## src/rtl/ahb_matrix_arbiter.sv

```systemverilog
// ahb_matrix_arbiter: priority / round-robin AHB slave-port arbiter with
// burst locking. Optional starvation aging is compiled in only when the
// macro AHB_ARB_STARVE_EN is defined; the default build uses hprior as is.
module ahb_matrix_arbiter #(
  parameter int NUM_MASTERS  = 4,
  parameter int PRIOR_W      = 2,
  parameter int STARVE_LIMIT = 8
) (
  input  logic                           hclk,
  input  logic                           hreset_n,
  input  logic [NUM_MASTERS-1:0]         hreq,
  input  logic [NUM_MASTERS*PRIOR_W-1:0] hprior,
  input  logic [1:0]                     htrans,
  input  logic [2:0]                     hburst,
  input  logic                           hready,
  output logic [NUM_MASTERS-1:0]         hgrant,
  output logic [NUM_MASTERS-1:0]         hgrant_d,
  output logic                           hsel
);

  localparam int PTR_W = (NUM_MASTERS > 1) ? $clog2(NUM_MASTERS) : 1;
  // Effective priority carries one extra MSB used as the starvation flag.
  localparam int EFF_W = PRIOR_W + 1;

  localparam logic [1:0] TR_IDLE   = 2'd0;
  localparam logic [1:0] TR_NONSEQ = 2'd2;
  localparam logic [1:0] TR_SEQ    = 2'd3;
  localparam logic [2:0] BU_SINGLE = 3'd0;
  localparam logic [2:0] BU_INCR   = 3'd1;

  typedef enum logic [1:0] {
    ST_IDLE  = 2'd0,
    ST_GRANT = 2'd1,
    ST_BURST = 2'd2
  } state_e;

  state_e                 state_q, state_d;
  logic [NUM_MASTERS-1:0] grant_q, grant_d;
  logic [NUM_MASTERS-1:0] gdata_q;
  logic [PTR_W-1:0]       rr_q, rr_d;
  logic [3:0]             beat_q, beat_d;
  logic                   incr_q, incr_d;

  logic [EFF_W-1:0]       eff_prio [NUM_MASTERS];
  logic [EFF_W-1:0]       best;
  logic                   win_vld;
  logic [PTR_W-1:0]       win_idx;
  int                     idx;
  logic                   arb_en;
  logic                   owner_req;

  // Remaining SEQ beats after the NONSEQ of a fixed-length burst.
  function automatic logic [3:0] beats_m1(input logic [2:0] burst);
    case (burst)
      3'd2, 3'd3: beats_m1 = 4'd3;
      3'd4, 3'd5: beats_m1 = 4'd7;
      3'd6, 3'd7: beats_m1 = 4'd15;
      default:    beats_m1 = 4'd0;
    endcase
  endfunction

  // While a master owns the bus the round-robin pointer holds its index.
  assign owner_req = hreq[rr_q];

`ifdef AHB_ARB_STARVE_EN
  logic [7:0]             age_q [NUM_MASTERS];
  logic [NUM_MASTERS-1:0] starved;

  // Starved masters jump above every non-starved priority level.
  always_comb begin
    for (int i = 0; i < NUM_MASTERS; i++) begin
      starved[i]  = (age_q[i] >= 8'(STARVE_LIMIT));
      eff_prio[i] = starved[i] ? {EFF_W{1'b1}}
                               : {1'b0, hprior[i*PRIOR_W +: PRIOR_W]};
    end
  end

  // Age counters: count lost arbitrations, clear on grant or dropped request.
  always_ff @(posedge hclk or negedge hreset_n) begin
    if (!hreset_n) begin
      for (int i = 0; i < NUM_MASTERS; i++) age_q[i] <= 8'd0;
    end else begin
      for (int i = 0; i < NUM_MASTERS; i++) begin
        if (!hreq[i]) begin
          age_q[i] <= 8'd0;
        end else if (arb_en) begin
          if (win_vld && (win_idx == PTR_W'(i))) age_q[i] <= 8'd0;
          else if (age_q[i] != 8'hFF)            age_q[i] <= age_q[i] + 8'd1;
        end
      end
    end
  end
`else
  // Without aging the effective priority is the raw priority.
  always_comb begin
    for (int i = 0; i < NUM_MASTERS; i++) begin
      eff_prio[i] = {1'b0, hprior[i*PRIOR_W +: PRIOR_W]};
    end
  end
`endif

  // Winner search: scan from pointer+1, strict '>' keeps the earliest tie.
  always_comb begin
    win_vld = 1'b0;
    win_idx = rr_q;
    best    = '0;
    idx     = 0;
    for (int k = 0; k < NUM_MASTERS; k++) begin
      idx = int'(rr_q) + 1 + k;
      if (idx >= NUM_MASTERS) idx = idx - NUM_MASTERS;
      if (hreq[idx] && (!win_vld || (eff_prio[idx] > best))) begin
        win_vld = 1'b1;
        win_idx = PTR_W'(idx);
        best    = eff_prio[idx];
      end
    end
  end

  // Next state: burst locking, burst termination and arbitration points.
  always_comb begin
    state_d = state_q;
    grant_d = grant_q;
    rr_d    = rr_q;
    beat_d  = beat_q;
    incr_d  = incr_q;
    arb_en  = 1'b0;
    if (hready) begin
      case (state_q)
        ST_IDLE: arb_en = 1'b1;
        ST_GRANT: begin
          if (owner_req && (htrans == TR_NONSEQ) && (hburst != BU_SINGLE)) begin
            state_d = ST_BURST;
            incr_d  = (hburst == BU_INCR);
            beat_d  = (hburst == BU_INCR) ? 4'd0 : beats_m1(hburst);
          end else begin
            arb_en = 1'b1;
          end
        end
        ST_BURST: begin
          if (!owner_req || (htrans == TR_IDLE) || (htrans == TR_NONSEQ)) begin
            // Early termination or end of an undefined-length burst.
            arb_en = 1'b1;
          end else if ((htrans == TR_SEQ) && !incr_q) begin
            if (beat_q <= 4'd1) arb_en = 1'b1;
            else                beat_d = beat_q - 4'd1;
          end
        end
        default: arb_en = 1'b1;
      endcase

      if (arb_en) begin
        beat_d = 4'd0;
        incr_d = 1'b0;
        if (win_vld) begin
          state_d          = ST_GRANT;
          grant_d          = '0;
          grant_d[win_idx] = 1'b1;
          rr_d             = win_idx;
        end else begin
          state_d = ST_IDLE;
          grant_d = '0;
        end
      end
    end
  end

  // State registers; data-phase owner follows the address grant on hready.
  always_ff @(posedge hclk or negedge hreset_n) begin
    if (!hreset_n) begin
      state_q <= ST_IDLE;
      grant_q <= '0;
      gdata_q <= '0;
      rr_q    <= PTR_W'(NUM_MASTERS - 1);
      beat_q  <= 4'd0;
      incr_q  <= 1'b0;
    end else begin
      state_q <= state_d;
      grant_q <= grant_d;
      rr_q    <= rr_d;
      beat_q  <= beat_d;
      incr_q  <= incr_d;
      if (hready) gdata_q <= grant_q;
    end
  end

  assign hgrant   = grant_q;
  assign hgrant_d = gdata_q;
  assign hsel     = |grant_q;

endmodule
```

## config.mk

```make
export PLATFORM = sky130hd
export DESIGN_NAME = ahb_matrix_arbiter
export DESIGN_NICKNAME = d
export VERILOG_FILES = /design/src/rtl/ahb_matrix_arbiter.sv
export SDC_FILE = /design/constraint.sdc
export NUM_CORES = 1
export LEC_CHECK = 0
export CORE_ASPECT_RATIO = 0.8
export CORE_UTILIZATION = 40
export CTS_BUF_LIST = sky130_fd_sc_hd__clkbuf_16
export CTS_CLUSTER_SIZE = 12
export DETAILED_ROUTE_END_ITERATION = 16
export PLACE_DENSITY = 0.73
export RECOVER_POWER = 25
export SETUP_SLACK_MARGIN = 0.1
export SLEW_MARGIN = 20
export SYNTH_ARGS = -nofsm -noshare
export SYNTH_HDL_FRONTEND = slang
export SYNTH_SLANG_ARGS = --single-unit
export TNS_END_PERCENT = 5
```

## constraint.sdc

```tcl
create_clock -name hclk -period 5.4 [get_ports hclk]
set_input_delay 1.08 -clock hclk [delete_from_list [all_inputs] [get_ports hclk]]
set_output_delay 1.08 -clock hclk [all_outputs]
set_load 0.05 [all_outputs]
```

==> Word-level counts from Yosys, hierarchy flattened <==
Cells that the tools add are included.
{ "word_totals": {"reg_bits": 17, "mem_bits_rw": 0, "romBits": 0, "inputBits": 20, "memories": 0, "latchBits": 0} }
{ "op_classes": {"eq_ne": 15, "bitwise_logic": 4, "n_shift": 0, "n_lt_le_gt_ge": 19, "n_div": 0, "add_sub_neg": 9, "n_mul": 0, "n_reduce_logical": 30, "n_mux": 65} }
{ "ops": {"columns": ["cell", "count"], "rows": [
  ["32-bit by 3-bit greater-or-equal comparator with 1-bit output, second input constant", 4],
  ["32-bit by 4-bit < comparator with 1-bit output, second input constant", 4],
  ["32-bit two-way mux", 4],
  ["32-bit NOT", 4],
  ["32-bit by 4-bit greater-or-equal comparator with 1-bit output, second input constant", 3],
  ["32-bit by 4-bit subtractor with 32-bit output, second input constant", 3],
  ["3-bit two-way mux", 11],
  ["32-bit by 2-bit adder with 32-bit output, second input constant", 1],
  ["32-bit by 3-bit adder with 32-bit output, second input constant", 1],
  ["4-bit two-way mux", 7],
  ["3-bit binary-select mux with 2-bit select", 4],
  ["1-bit two-way mux", 23],
  ["2-bit two-way mux", 7],
  ["3-bit equality test, second input constant", 4],
  ["3-bit != test, second input constant", 4],
  ["4-bit one-hot mux with 3 select lines", 1],
  ["1-bit binary-select mux with 2-bit select", 5],
  ["3-bit > comparator", 3],
  ["4-bit one-hot mux with 2 select lines", 1],
  ["1-bit logical AND", 7],
  ["2-bit equality test, second input constant", 3],
  ["3-bit by 2-bit equality test with 1-bit output, second input constant", 2],
  ["2-bit by 3-bit < comparator with 1-bit output, second input constant", 2],
  ["3-bit AND reduction", 2],
  ["other kinds (20)", 32]
]} }

==> Depth between registers and ports, before layout <==
{ "logic_depth": {"ltp_word": 25, "ltp_mapped": 27, "mapped_depth_nobuf": 24} }

==> Worst setup path after synthesis <==
No wires, ideal clock.
{ "synth_timing": {"path_kind": "input port to flip-flop", "from": "input hreq[0]", "to": "register grant_q[2] (netlist: hgrant[2])", "stages": 23, "arrival_time_ps": 4932, "setup_slack_ps": 346, "path_cell_list": "clkbuf_2 -> mux2i_1 -> mux2i_1 -> nand2_1 -> ha_1 -> nor2b_1 -> o21ai_0 -> a21oi_1 -> nor2_1 -> a21oi_1 -> ha_1 -> nor2b_1 -> a2bb2oi_1 -> o31ai_2 -> nor2_1 -> a21o_1 -> ha_1 -> nor2b_1 -> o21ai_0 -> a31oi_1 -> a21oi_2 -> xnor2_1 -> a32o_1"} }
{ "synth_via": {"elab_chain_cells": 21, "word_cells_on_any_way": 53, "cone_classes": "order compare (5); mux (32); reduce/logical (16)"} }
{ "synth_lines": {"columns": ["element", "line_no", "text"], "rows": [
  ["from (decl)", "11", "input logic [NUM_MASTERS-1:0] hreq,"],
  ["1-bit binary-select mux with 2-bit select", "111", "if (hreq[idx] && (!win_vld || (eff_prio[idx] > best))) begin"],
  ["1-bit two-way mux (not written as such) (2 in a row)", "111", null],
  ["3-bit two-way mux or 1-bit two-way mux (tied branches)", "111", null],
  ["3-bit > comparator or 1-bit logical NOT (tied branches)", "111", null],
  ["1-bit logical OR", "111", null],
  ["1-bit logical AND", "111", null],
  ["3-bit two-way mux or 1-bit two-way mux (tied branches)", "111", null],
  ["3-bit > comparator or 1-bit logical NOT (tied branches)", "111", null],
  ["(+4 left out)", null, null],
  ["1-bit logical OR", "111", null],
  ["1-bit logical AND", "111", null],
  ["2-bit two-way mux", "111", null],
  ["2-bit by 3-bit < comparator with 1-bit output (not written as such) or 2-bit by 1-bit greater-or-equal comparator with 1-bit output (tied branches)", "157", "grant_d[win_idx] = 1'b1;"],
  ["1-bit logical AND (not written as such)", "157", null],
  ["1-bit two-way mux (not written as such)", "157", null],
  ["1-bit demux with 2-bit select", "157", null],
  ["4-bit two-way mux", "154", "if (win_vld) begin"],
  ["to (signal assigned)", "178", "grant_q <= grant_d;"],
  ["to (decl)", "38", "logic [NUM_MASTERS-1:0] grant_q, grant_d;"]
]} }
Parallel ways exist; a longest one is shown, timed or not. The select of a mux whose other input is x is not followed.
A chain may end at the register's enable or synchronous reset.

==> Worst setup path after layout <==
{ "layout_timing": {"from": "input hprior[4]", "to": "register grant_q[0] (netlist: hgrant[0])"} }
{ "layout_via": {"elab_chain_cells": 21, "word_cells_on_any_way": 38, "cone_classes": "order compare (5); mux (24); reduce/logical (9)"} }
{ "layout_lines": {"columns": ["element", "line_no", "text"], "rows": [
  ["from (decl)", "12", "input logic [NUM_MASTERS*PRIOR_W-1:0] hprior,"],
  ["3-bit binary-select mux with 2-bit select", "114", "best = eff_prio[idx];"],
  ["3-bit two-way mux (not written as such) (2 in a row)", "114", null],
  ["3-bit two-way mux", "111", null],
  ["3-bit > comparator", "111", null],
  ["1-bit logical OR", "111", null],
  ["1-bit logical AND", "111", null],
  ["3-bit two-way mux or 1-bit two-way mux (tied branches)", "111", null],
  ["3-bit > comparator or 1-bit logical NOT (tied branches)", "111", null],
  ["(+4 left out)", null, null],
  ["1-bit logical OR", "111", null],
  ["1-bit logical AND", "111", null],
  ["2-bit two-way mux", "111", null],
  ["2-bit by 3-bit < comparator with 1-bit output (not written as such) or 2-bit by 1-bit greater-or-equal comparator with 1-bit output (tied branches)", "157", null],
  ["1-bit logical AND (not written as such)", "157", null],
  ["1-bit two-way mux (not written as such)", "157", null],
  ["1-bit demux with 2-bit select", "157", null],
  ["4-bit two-way mux (*)", "154", null]
]} }
Every way passes the cells marked *; elsewhere a longest branch is shown, timed or not. The select of a mux whose other input is x is not followed.

==> results.sh <==
export IMPL_outcome="completed"
export IMPL_max_slew_margin=0.472
export IMPL_synth_area_sq_um=1620
export IMPL_rsz0062_at_grt="false"
export IMPL_core_area_sq_um=3830
export IMPL_hp_start="hgrant_d[1]"
export IMPL_syn_inst=174
export IMPL_worstPathRequired_ns=5.53
export IMPL_diodes=0
export IMPL_synth_net_count=204
export IMPL_vias=1446
export IMPL_critPathLaunchType="primary input"
export IMPL_dieWidth_um=73.1
export IMPL_vias_per_cell=5.38
export IMPL_drc=0
export IMPL_period_share=0.954
export IMPL_drt_first_iter_violations=83
export IMPL_synth_top_area_share=0.232
export IMPL_cts_clk_slew_worst_paths_ns=0.05
export IMPL_slowest_delay_ns=0.42
export IMPL_finalHoldViolCount=0
export IMPL_ff2ff_setup_slack_ns=0.57
export IMPL_port_buffers=28
export IMPL_place_congestion=0.822
export IMPL_synth_largest_area_cell="dfrtp_1"
export IMPL_cp_num_buf_inv=3
export IMPL_clock_latency_ns=0.25
export IMPL_rows=20
export IMPL_fin_skew_ns=0.00268
export IMPL_slew_violations=0
export IMPL_final_util=0.603
export IMPL_finalSetupTns_ns=0
export IMPL_syn_to_final_growth_pct=42.5
export IMPL_post_place_cells=263
export IMPL_layout_min_cycle_time_ns=5.15
export IMPL_reg2reg_from="rr_q[1]"
export IMPL_cts_sinks=17
export IMPL_ys_ff_latch=17
export IMPL_hold_path_class="flop to flop"
export IMPL_ys_seq_area_frac=0.264
export IMPL_first_pass_iters=4
export IMPL_setup_violations_final=0
export IMPL_yosys_most_used_dff="dfrtp_1"
export IMPL_cts_made_buffers=3
export IMPL_drt_wl_total_mm=3.58
export IMPL_gr_total_overflow=0
export IMPL_start_util=0.423
export IMPL_tightest_slew_ns=0.789
export IMPL_final_common_cell="clkdlybuf4s50_1"
export IMPL_drive_above_1_share=0.322
export IMPL_avgSynthCellArea_sq_um=9.30
export IMPL_final_cell_mix="clkdlybuf4s50_1, buf_4, dfrtp_1"
export IMPL_endpoint_kind="flop"
export IMPL_yosysWarnings=0
export IMPL_cts_tree="done"
export IMPL_io_pins=29
export IMPL_root_buffer="clkbuf_16"
export IMPL_holdWs_ns=0.504
export IMPL_ys_top_cells_by_area="dfrtp_1, mux2i_1, ha_1"
export IMPL_cp_startpoint="hprior[4]"
export IMPL_path_class="primary input to flop"
export IMPL_cts_max_level=1
export IMPL_dieArea_sq_um=4310
export IMPL_worstPathCellList="clkdlybuf4s50_1, mux2_4, o211ai_1, inv_1, ha_4, nand2_2, o21ai_2, a21oi_2, buf_4, mux2i_2, ha_2, nor2b_1, a2bb2oi_2, o31ai_4, nor2_1, a21o_1, ha_4, nor2b_1, o21ai_2, a31oi_4, a21oi_4, xnor2_2, a32o_1"
export IMPL_cp_max_fo=3
export IMPL_drv_cap=0
export IMPL_layout_cells_non_filler=269
export IMPL_wl_per_cell_um=13.3
export IMPL_synth_edf_count=0
export IMPL_grt_usage=0.173
export IMPL_grt_max_degree=19
export IMPL_clk_path_buf_depth=2
export IMPL_crit_family="compound AO/OA/AOI/OAI gates"
export IMPL_asyncSetResetFlopFracSynth=1.00
export IMPL_fmax_mhz=194
export IMPL_hpwl_mm=2.60
export IMPL_die_height_um=58.9
export IMPL_ant_nets=0
export IMPL_fill_cells=317
export IMPL_grt_pass1_wl_mm=5.91
export IMPL_yosysUniqueCellTypes=49
export IMPL_ctsHoldBuffers=0
export IMPL_grt_pass1_vias=1288
export IMPL_critPathSlowestCell="clkdlybuf4s50_1"
export IMPL_crit_arrival_ns=5.29
export IMPL_antenna_found_initial=0
export IMPL_final_nets=245
metrics by stage:
step           setup slack, ns  area [sq um]
3_5_place_dp            -0.220          2030
3_3_place_gp            -0.164          2030
4_1_cts                  0.127          2110
5_1_grt                 0.0634          2310
6_report                 0.249          2310
2_1_floorplan            0.346          1620
worst register-to-register path: cells and delay by family (launching register included):
family,cells,cell delay (ns)
fa+ha+maj,3,0.63
buf+inv,2,0.26
flops,1,0.80
simple gates,4,0.32
mux,3,0.73
compound gates,10,1.87
xor+xnor,1,0.11
cells in the mapped netlist (all sizes together), types with 5 or more instances:
cell type	count
a21oi	13
dfrtp	15
mux4	5
inv	11
nor2	15
nand2	11
buf	5
a32o	5
o21ai	10
mux2i	15
mux2	7
ha	10
state kept, by name, summed over array words and instances, names as in the netlist:
register	count
beat_q	4
hgrant	4
hgrant_d	4
rr_q	2
state_q	2
incr_q	1
path summary, 6_finish.rpt:
path,depth (start not counted),endpoint
worst min register to register,1,hgrant_d[1]
worst max-delay path,23,hgrant[0]
worst max register to register,23,hgrant[0]
max in group asynchronous,1,hgrant[3]
min in group asynchronous,1,beat_q[0]
worst min-delay path,1,hgrant_d[1]
kinds of logic (layout without fill, tap and decap cells):
family | Yosys count | in the layout | share of synthesized area
xor+xnor | 3 | 3 | 0.0162
fa+ha+maj | 10 | 10 | 0.0773
mux | 27 | 27 | 0.211
simple gates | 49 | 49 | 0.158
flops | 17 | 17 | 0.264
buf+inv | 20 | 60 | 0.0595
compound gates | 48 | 48 | 0.214
metal layers:
metal,track usage,wire (um),vias to the layer above
li1,-,-,736
met1,0.264,1900,678
met2,0.265,1550,32
met3,0.0308,136,0
met4,0.0168,0,0
met5,0,0,-
timing repair:
action,CTS,global route
cloned,0,0
pin swaps,1,9
setup buffers,0,2
resized for setup,2,40
endpoints found under the setup margin,4,6
final cells by class:
type | count | area [sq um] | area share
Tap cell | 55 | 68.8 | 0.0298
Timing Repair Buffer | 45 | 428 | 0.185
Clock buffer | 3 | 75.1 | 0.0325
Multi-Input combinational cell | 137 | 1260 | 0.547
Inverter | 11 | 41.3 | 0.0179
Clock inverter | 1 | 5.00 | 0.00217
Sequential cell | 17 | 428 | 0.185
Power is not shown: default switching activity piles up to over one toggle a cycle in this logic, so the estimate is an artifact.
